<file path="config.mk">
export PLATFORM = sky130hd
export DESIGN_NAME = apb_io_arbiter_flat
export DESIGN_NICKNAME = d
export VERILOG_FILES = /design/src/rtl/apb_io_arbiter_if.sv /design/src/rtl/apb_io_arbiter.sv /design/src/flat_wrapper.sv
export SDC_FILE = /design/constraint.sdc
export NUM_CORES = 1
export LEC_CHECK = 0
export BUFFER_PORTS_ARGS = -buffer_cell sky130_fd_sc_hd__buf_2
export CORE_MARGIN = 2
export CORE_UTILIZATION = 48
export CTS_CLUSTER_SIZE = 12
export DETAILED_ROUTE_END_ITERATION = 8
export PLACE_DENSITY = 0.86
export SYNTH_ARGS = -nofsm -noshare
export SYNTH_HDL_FRONTEND = slang
export SYNTH_SLANG_ARGS = --single-unit
</file>
<file path="constraint.sdc">
create_clock -name clk -period 2.2 [get_ports clk]
set_clock_uncertainty 0.2 [all_clocks]
set_input_delay 0 -clock clk [delete_from_list [all_inputs] [get_ports clk]]
set_output_delay 0 -clock clk [all_outputs]
set_load 0.02 [all_outputs]
</file>
<file path="src/rtl/apb_io_arbiter_if.sv">
// Bundle for the two upstream APB masters, the shared downstream
// port and the arbiter status outputs.
interface apb_io_arbiter_if;
  logic [15:0] m0_paddr;
  logic [15:0] m1_paddr;
  logic [7:0]  m0_pwdata;
  logic [7:0]  m1_pwdata;
  logic        m0_pwrite;
  logic        m1_pwrite;
  logic        m0_psel;
  logic        m1_psel;
  logic        m0_penable;
  logic        m1_penable;
  logic [7:0]  m0_prdata;
  logic [7:0]  m1_prdata;
  logic        m0_pready;
  logic        m1_pready;

  logic [15:0] s_paddr;
  logic [7:0]  s_pwdata;
  logic        s_pwrite;
  logic        s_psel;
  logic        s_penable;
  logic [7:0]  s_prdata;
  logic        s_pready;

  logic        timeout;
  logic        grant;

  modport slave (
    input  m0_paddr, m1_paddr,
    input  m0_pwdata, m1_pwdata,
    input  m0_pwrite, m1_pwrite,
    input  m0_psel, m1_psel,
    input  m0_penable, m1_penable,
    output m0_prdata, m1_prdata,
    output m0_pready, m1_pready,
    output s_paddr, s_pwdata, s_pwrite,
    output s_psel, s_penable,
    input  s_prdata, s_pready,
    output timeout, grant
  );

  modport master (
    output m0_paddr, m1_paddr,
    output m0_pwdata, m1_pwdata,
    output m0_pwrite, m1_pwrite,
    output m0_psel, m1_psel,
    output m0_penable, m1_penable,
    input  m0_prdata, m1_prdata,
    input  m0_pready, m1_pready,
    input  s_paddr, s_pwdata, s_pwrite,
    input  s_psel, s_penable,
    output s_prdata, s_pready,
    input  timeout, grant
  );
endinterface

</file>
<file path="src/rtl/apb_io_arbiter.sv">
// Round-robin two-master APB arbiter with registered SETUP/ACCESS
// re-timing and a bounded ACCESS phase that ends with read data 0xFF.
module apb_io_arbiter #(
  parameter int TIMEOUT_CYCLES = 255
) (
  input  logic             clk,
  input  logic             n_rst,
  apb_io_arbiter_if.slave  bus
);

  typedef enum logic [1:0] {
    IDLE,
    SETUP,
    ACCESS,
    DONE
  } state_t;

  localparam logic [7:0] LP_LAST = 8'(TIMEOUT_CYCLES - 1);

  state_t      r_state;
  logic [15:0] r_paddr;
  logic [7:0]  r_pwdata;
  logic        r_pwrite;
  logic        r_psel;
  logic        r_penable;
  logic [7:0]  r_prdata0;
  logic [7:0]  r_prdata1;
  logic        r_pready0;
  logic        r_pready1;
  logic        r_timeout;
  logic        r_grant;
  logic        r_last;
  logic [7:0]  r_cnt;

  logic        w_req;
  logic        w_win;
  logic [15:0] w_paddr;
  logic [7:0]  w_pwdata;
  logic        w_pwrite;
  logic        w_fin;
  logic [7:0]  w_rdata;
  logic        w_unused_penable;

  assign w_req = bus.m0_psel | bus.m1_psel;

  // r_last resets to m1 so that m0 wins the first tie.
  always_comb begin
    w_win = 1'b0;
    unique case (1'b1)
      (bus.m0_psel & bus.m1_psel):  w_win = ~r_last;
      (~bus.m0_psel & bus.m1_psel): w_win = 1'b1;
      default:                      w_win = 1'b0;
    endcase
  end

  assign w_paddr  = w_win ? bus.m1_paddr  : bus.m0_paddr;
  assign w_pwdata = w_win ? bus.m1_pwdata : bus.m0_pwdata;
  assign w_pwrite = w_win ? bus.m1_pwrite : bus.m0_pwrite;

  assign w_fin   = bus.s_pready | (r_cnt == LP_LAST);
  assign w_rdata = bus.s_pready ? bus.s_prdata : 8'hFF;

  // Master penable is not needed: psel alone marks a request.
  assign w_unused_penable = bus.m0_penable ^ bus.m1_penable;

  always_ff @(posedge clk or negedge n_rst) begin
    if (!n_rst) begin
      r_state   <= IDLE;
      r_paddr   <= '0;
      r_pwdata  <= '0;
      r_pwrite  <= 1'b0;
      r_psel    <= 1'b0;
      r_penable <= 1'b0;
      r_prdata0 <= '0;
      r_prdata1 <= '0;
      r_pready0 <= 1'b0;
      r_pready1 <= 1'b0;
      r_timeout <= 1'b0;
      r_grant   <= 1'b0;
      r_last    <= 1'b1;
      r_cnt     <= '0;
    end else begin
      r_pready0 <= 1'b0;
      r_pready1 <= 1'b0;
      r_timeout <= 1'b0;
      unique case (r_state)
        IDLE: begin
          if (w_req) begin
            r_grant  <= w_win;
            r_last   <= w_win;
            r_paddr  <= w_paddr;
            r_pwdata <= w_pwdata;
            r_pwrite <= w_pwrite;
            r_psel   <= 1'b1;
            r_state  <= SETUP;
          end
        end
        SETUP: begin
          r_penable <= 1'b1;
          r_cnt     <= '0;
          r_state   <= ACCESS;
        end
        ACCESS: begin
          if (w_fin) begin
            if (r_grant) begin
              r_prdata1 <= w_rdata;
              r_pready1 <= 1'b1;
            end else begin
              r_prdata0 <= w_rdata;
              r_pready0 <= 1'b1;
            end
            r_timeout <= ~bus.s_pready;
            r_psel    <= 1'b0;
            r_penable <= 1'b0;
            r_state   <= DONE;
          end else begin
            r_cnt <= r_cnt + 8'd1;
          end
        end
        DONE: begin
          r_state <= IDLE;
        end
        default: begin
          r_state <= IDLE;
        end
      endcase
    end
  end

  assign bus.s_paddr   = r_paddr;
  assign bus.s_pwdata  = r_pwdata;
  assign bus.s_pwrite  = r_pwrite;
  assign bus.s_psel    = r_psel;
  assign bus.s_penable = r_penable;
  assign bus.m0_prdata = r_prdata0;
  assign bus.m1_prdata = r_prdata1;
  assign bus.m0_pready = r_pready0;
  assign bus.m1_pready = r_pready1;
  assign bus.timeout   = r_timeout;
  assign bus.grant     = r_grant;

endmodule

</file>
<file path="src/flat_wrapper.sv">
// flat-port wrapper written by rule: the top's interface ports become plain ports
module apb_io_arbiter_flat 
#(
  parameter int TIMEOUT_CYCLES = 255
)
  (clk, n_rst, bus_m0_paddr, bus_m1_paddr, bus_m0_pwdata, bus_m1_pwdata, bus_m0_pwrite, bus_m1_pwrite, bus_m0_psel, bus_m1_psel, bus_m0_penable, bus_m1_penable, bus_m0_prdata, bus_m1_prdata, bus_m0_pready, bus_m1_pready, bus_s_paddr, bus_s_pwdata, bus_s_pwrite, bus_s_psel, bus_s_penable, bus_s_prdata, bus_s_pready, bus_timeout, bus_grant);
  apb_io_arbiter_if bus_i ();
  input  logic clk;
  input  logic n_rst;
  input wire logic [$bits(bus_i.m0_paddr)-1:0] bus_m0_paddr;
  input wire logic [$bits(bus_i.m1_paddr)-1:0] bus_m1_paddr;
  input wire logic [$bits(bus_i.m0_pwdata)-1:0] bus_m0_pwdata;
  input wire logic [$bits(bus_i.m1_pwdata)-1:0] bus_m1_pwdata;
  input wire logic [$bits(bus_i.m0_pwrite)-1:0] bus_m0_pwrite;
  input wire logic [$bits(bus_i.m1_pwrite)-1:0] bus_m1_pwrite;
  input wire logic [$bits(bus_i.m0_psel)-1:0] bus_m0_psel;
  input wire logic [$bits(bus_i.m1_psel)-1:0] bus_m1_psel;
  input wire logic [$bits(bus_i.m0_penable)-1:0] bus_m0_penable;
  input wire logic [$bits(bus_i.m1_penable)-1:0] bus_m1_penable;
  output wire logic [$bits(bus_i.m0_prdata)-1:0] bus_m0_prdata;
  output wire logic [$bits(bus_i.m1_prdata)-1:0] bus_m1_prdata;
  output wire logic [$bits(bus_i.m0_pready)-1:0] bus_m0_pready;
  output wire logic [$bits(bus_i.m1_pready)-1:0] bus_m1_pready;
  output wire logic [$bits(bus_i.s_paddr)-1:0] bus_s_paddr;
  output wire logic [$bits(bus_i.s_pwdata)-1:0] bus_s_pwdata;
  output wire logic [$bits(bus_i.s_pwrite)-1:0] bus_s_pwrite;
  output wire logic [$bits(bus_i.s_psel)-1:0] bus_s_psel;
  output wire logic [$bits(bus_i.s_penable)-1:0] bus_s_penable;
  input wire logic [$bits(bus_i.s_prdata)-1:0] bus_s_prdata;
  input wire logic [$bits(bus_i.s_pready)-1:0] bus_s_pready;
  output wire logic [$bits(bus_i.timeout)-1:0] bus_timeout;
  output wire logic [$bits(bus_i.grant)-1:0] bus_grant;
  assign bus_i.m0_paddr = bus_m0_paddr;
  assign bus_i.m1_paddr = bus_m1_paddr;
  assign bus_i.m0_pwdata = bus_m0_pwdata;
  assign bus_i.m1_pwdata = bus_m1_pwdata;
  assign bus_i.m0_pwrite = bus_m0_pwrite;
  assign bus_i.m1_pwrite = bus_m1_pwrite;
  assign bus_i.m0_psel = bus_m0_psel;
  assign bus_i.m1_psel = bus_m1_psel;
  assign bus_i.m0_penable = bus_m0_penable;
  assign bus_i.m1_penable = bus_m1_penable;
  assign bus_m0_prdata = bus_i.m0_prdata;
  assign bus_m1_prdata = bus_i.m1_prdata;
  assign bus_m0_pready = bus_i.m0_pready;
  assign bus_m1_pready = bus_i.m1_pready;
  assign bus_s_paddr = bus_i.s_paddr;
  assign bus_s_pwdata = bus_i.s_pwdata;
  assign bus_s_pwrite = bus_i.s_pwrite;
  assign bus_s_psel = bus_i.s_psel;
  assign bus_s_penable = bus_i.s_penable;
  assign bus_i.s_prdata = bus_s_prdata;
  assign bus_i.s_pready = bus_s_pready;
  assign bus_timeout = bus_i.timeout;
  assign bus_grant = bus_i.grant;
  apb_io_arbiter #(.TIMEOUT_CYCLES(TIMEOUT_CYCLES)) u_core (.clk(clk), .n_rst(n_rst), .bus(bus_i));
endmodule
</file>
After elaboration in Yosys (flattened, before gate mapping)
Index checks and enable logic that the tools add are counted.

Flip-flop bits (word level): 58. Output and inout port bits: 47. Bits of input ports: 65.

Add/subtract/negate cells: 1. Mux-type cells: 22. Reductions and logical operators: 10. Bitwise gates (word level): 8. Equal/unequal tests: 7.

Operators with widths (count): $mux W8 (3); $mux W16 (1); $pmux W8 S2 (1); $mux W1 (11); $reduce_and A3 Y1 (3); $add A8 B1 Y8 const B (1); $eq A8 B8 Y1 const B (1); $pmux W2 S4 (1); $reduce_and A2 Y1 (4); $pmux W1 S2 (3); $eq A2 B2 Y1 const B (2); $mux W2 (2); $ne A2 B1 Y1 const B (2); $not A1 Y1 (4); $reduce_bool A2 Y1 (2); $and A1 B1 Y1 (2); $eq A2 B1 Y1 const B (1); $logic_not A2 Y1 (1); $ne A2 B2 Y1 const B (1); $or A1 B1 Y1 (2).

Depth between registers and ports, before layout
Depth after elaboration: 4. Gate-level depth with buffers: 7. Mapped depth without buffers: 6.

Worst setup path after synthesis
Ideal clock, no wire load.

Path type: flip-flop to flip-flop. From: reg u_core.r_cnt[0]. To: reg u_core.r_cnt[4]. Arrival: 1.563 ns. Path buffers: 0. Library setup time: 0.124 ns. Clock period less this slack: 1.887 ns. Stages on the path, launching flop included: 7. Path slack: 0.313 ns. Path through: dfrtp_1 > inv_1 > ha_1 > and4_2 > a21o_4 > and2_4 > a211o_1.

Longest elaborated chain between the ends: 4.

RTL lines: start, declared (RTL line apb_io_arbiter.sv:33) `logic [7:0] r_cnt;`; start signal, assigned (RTL line apb_io_arbiter.sv:117) `r_cnt <= r_cnt + 8'd1;`; branches (longest 4 deep; another with $add A8 B1 Y8).

Parallel ways; which one is timed is not known. The select of a mux whose other input is x is not followed. A chain may end at the register's enable or synchronous reset.

Worst setup path in the final report
From: in bus_m1_psel. To: reg u_core.r_paddr[2], in the netlist u_core.bus.s_paddr[2].

Longest elaborated chain between the ends: 3.

RTL lines: start, declared (RTL line flat_wrapper.sv:17) `input wire logic [$bits(bus_i.m1_psel)-1:0] bus_m1_psel;`; $and A1 B1 Y1, on equally long branches (RTL line apb_io_arbiter.sv:51, apb_io_arbiter.sv:50); $pmux W1 S2 (RTL line apb_io_arbiter.sv:49) `unique case (1'b1)`; $mux W16 (RTL line apb_io_arbiter.sv:56) `assign w_paddr = w_win ? bus.m1_paddr : bus.m0_paddr;`; end signal, assigned (RTL line apb_io_arbiter.sv:91) `r_paddr <= w_paddr;`; end, declared (RTL line apb_io_arbiter.sv:21) `logic [15:0] r_paddr;`.

Several ways; a longest one is shown, not always the timed one.

==> flow_summary.json <==
{
  "status": "completed",
  "placementRows": 27,
  "die_y_um": 78.38,
  "p_int_uw": 3228,
  "layout-drive-gt1-share_pct": 34.28,
  "die_w_um": 78.38,
  "grt_max_degree": 59,
  "ys_seq_area_share_pct": 54.71,
  "clock_path_buffers": 2,
  "core-area_um2": 5439,
  "maxSlewViolCount": 0,
  "max-vdd-ir-drop_uv": 845.1,
  "final_nets": 488,
  "antenna_found_initial": 0,
  "drtIter0Drc": 154,
  "synth_mux_area_share_pct": 10.74,
  "min_period_over_period_pct": 98.98,
  "drtPass1Iterations": 4,
  "pre_cts_ws_ps": 148.2,
  "clkLatencyLatePin_ps": 340,
  "period_needed_ps": 2178,
  "synthAdderAreaFrac_pct": 2.356,
  "syn-num-nets": 310,
  "ctsHtreeMaxLevel": 3,
  "drc": 0,
  "io_pins": 112,
  "setup_violations": 0,
  "place_inst": 412,
  "cp.required_ps": 2160,
  "swShare_pct": 39.98,
  "worst-setup-path-type": "in2reg",
  "worstPathMaxFanout": 12,
  "vias": 2655,
  "cts_tree": "yes",
  "overflow": 0,
  "power_density_nw_per_um2": 1272,
  "gp_congestion": 0.7828,
  "max_freq_ghz": 0.4592,
  "synth-compound-area-share_pct": 17.30,
  "synth-xor-area-share_pct": 0,
  "avgSynthCellArea_um2": 11.06,
  "cap_violations": 0,
  "synth_top_family_by_area": "compound AO/OA/AOI/OAI gates",
  "die_area_um2": 6143,
  "power.total_uw": 5377,
  "wl_um": 8211,
  "syn_inst": 240,
  "layout_setup_ws_ps": 22.36,
  "power.leakage_uw": 0.002100,
  "yosys.area_share.simple_pct": 11.36,
  "relSlewSlack_pct": 28.92,
  "rsz0062_at_grt": "true",
  "cts_buffers": 9,
  "crit_arrival_ps": 2140,
  "numClockSinks": 58,
  "synthDistinctLibCells": 40,
  "grt_pass1_wl_um": 12940,
  "place_hpwl_um": 4306,
  "combPwrFrac_pct": 44.1,
  "cts.reportedPaths.clkPinSlew_ps": 70,
  "hold_path.class": "in2reg",
  "hold_viol_final": 0,
  "synth_area_um2": 2655,
  "io_buffers": 109,
  "cp-start-kind": "input pin",
  "routedWlPerCell_um": 16.59,
  "clock-root-buffer": "clkbuf_8",
  "ys_warn_count": 0,
  "layout.cells.non_filler": 495,
  "cp-end-kind": "flip-flop",
  "p_switching_uw": 2150,
  "ant_nets": 0,
  "tightest_slew_ps": 1062,
  "start_util_pct": 48.82,
  "via_per_inst": 5.364,
  "grt_pass1_vias": 2733,
  "p_seq_share_pct": 34.3,
  "ys_ff_latch": 58,
  "syn_to_final_growth_pct": 59.28,
  "track_usage_pct": 27.68,
  "antenna_cells": 0,
  "p_clk_share_pct": 21.6
}
placed cells by master, fill, tap and decap left out, types with 4 or more instances in the layout:
cell           Yosys  final
buf_4              4      4
nand3_1            6      6
clkbuf_8           0     12
dlygate4sd3_1      0     61
mux2i_1           27     26
dfrtp_1           57     57
ha_1               5      5
buf_2              0    109
nand2_1           31     31
a2bb2oi_1          8      8
o21ai_0           30     29
inv_1              6      6
nor2_1            13     13
o32a_1             8      8
critical path: stages:
cell and delay, ps:
dlygate4sd3_1 530, buf_2 160, a21boi_4 320, buf_12 200, mux2i_1 250, dlygate4sd3_1 590, o21ai_0 100
kinds of logic (layout without fill, tap and decap cells):
family / count (synthesis) / after routing
adder cells (fa/ha/maj): 5 / 5
multiplexers: 28 / 28
buffers and inverters: 19 / 202
flip-flops: 58 / 58
AO/OA/AOI/OAI: 65 / 65
AND/OR/NAND/NOR: 65 / 65
final cells by class:
type	instances	area [µm²]
fillers	318	1210
repair buffers	180	1289
clock buffers	12	165.2
clock inverters	4	72.57
well taps	72	90.09
multi-input cells	163	1137
flip-flops and latches	58	1453
inverters	6	22.52
per-layer routing:
layer / GRT usage, % / part of all wire (%) / up-vias
li1: - / - / 1225
met4: 14.39 / 4.0 / 0
met2: 46.21 / 49 / 135
met1: 32.40 / 39 / 1267
met3: 8.046 / 7.7 / 28
met5: 0 / 0 / -
worst paths after layout:
kind	slack (ps)	cells after the start	start	endpoint
worst max register to register	30	5	u_core.r_last	u_core.bus.s_paddr[2]
max in group asynchronous	950	4	n_rst	u_core.r_last
min in group asynchronous	560	4	n_rst	u_core.bus.s_paddr[4]
worst min register to register	290	2	u_core.bus.s_pwdata[2]	u_core.bus.s_pwdata[2]
worst min-delay path	40	4	bus_m1_pwrite	u_core.bus.s_pwrite
worst max-delay path	20	7	bus_m1_psel	u_core.bus.s_paddr[2]
per-stage QoR:
stage                     hold slack, ps  setup TNS, ps  util (%)  instance area, µm²
after CTS                          257.7              0     76.77                4175
after global placement            -180.6              0     60.62                3297
after detailed placement          -175.7              0     60.62                3297
after floorplan                   -495.6              0         -                2655
after global routing               109.2         -173.6     77.75                4229
final                              38.31              0     77.75                4229
flip-flops by register name (all words and copies together), names as in the netlist, 2 cells and up:
signal                cells
u_core.bus.s_paddr       16
u_core.bus.m0_prdata      8
u_core.bus.m1_prdata      8
u_core.bus.s_pwdata       8
u_core.r_cnt              8
u_core.r_state            2
what timing repair did:
item | 4_1_cts | 5_1_grt
endpoints found under the hold margin | 106 | 0
hold buffers | 64 | 0
setup buffers | 0 | 2
setup endpoints to repair | 0 | 19
resized for setup | 0 | 6
synthesized netlist by cell type:
cell	n	area, µm²
a21oi_2	1	8.760
a41oi_1	1	8.760
o21ai_1	1	5.000
clkbuf_1	8	30.03
a21o_1	2	15.01
nor2b_1	2	12.51
mux2i_1	27	270.3
nand4b_1	1	8.760
a21boi_0	1	7.510
dfrtp_1	57	1426
nand2_1	31	116.4
a21o_4	1	15.01
o32a_1	8	80.08
nand3_2	1	10.01
o21ai_0	30	150.1
a2bb2oi_1	8	70.07
o2bb2ai_1	1	8.760
mux2_4	1	15.01
dfstp_2	1	26.28
nor2_1	13	48.80
nand3_1	6	30.03
a211o_1	1	8.760
and4_2	1	10.01
a21oi_1	2	10.01
and3_1	2	12.51
nand4_1	1	6.260
a31oi_1	2	12.51
buf_4	4	30.03
and2_4	1	8.760
buf_6	1	11.26
nand2b_1	2	12.51
o211ai_1	1	7.510
o22a_1	1	8.760
nor3_1	2	10.01
nor2_2	1	6.260
a21oi_4	1	16.27
a22o_1	3	26.28
inv_1	6	22.52
ha_1	5	62.56
nor4b_1	1	8.760
power by group through the flow:
stage | sequential [µW] | clock, µW | combinational, µW
2_1_floorplan | 2280 | 0 | 894
3_3_place_gp | 1800 | 0 | 2030
3_5_place_dp | 1820 | 0 | 2120
4_1_cts | 1810 | 1170 | 2270
5_1_grt | 1880 | 1220 | 2580
6_report | 1840 | 1160 | 2370
Power figures use the tool's default switching activity.
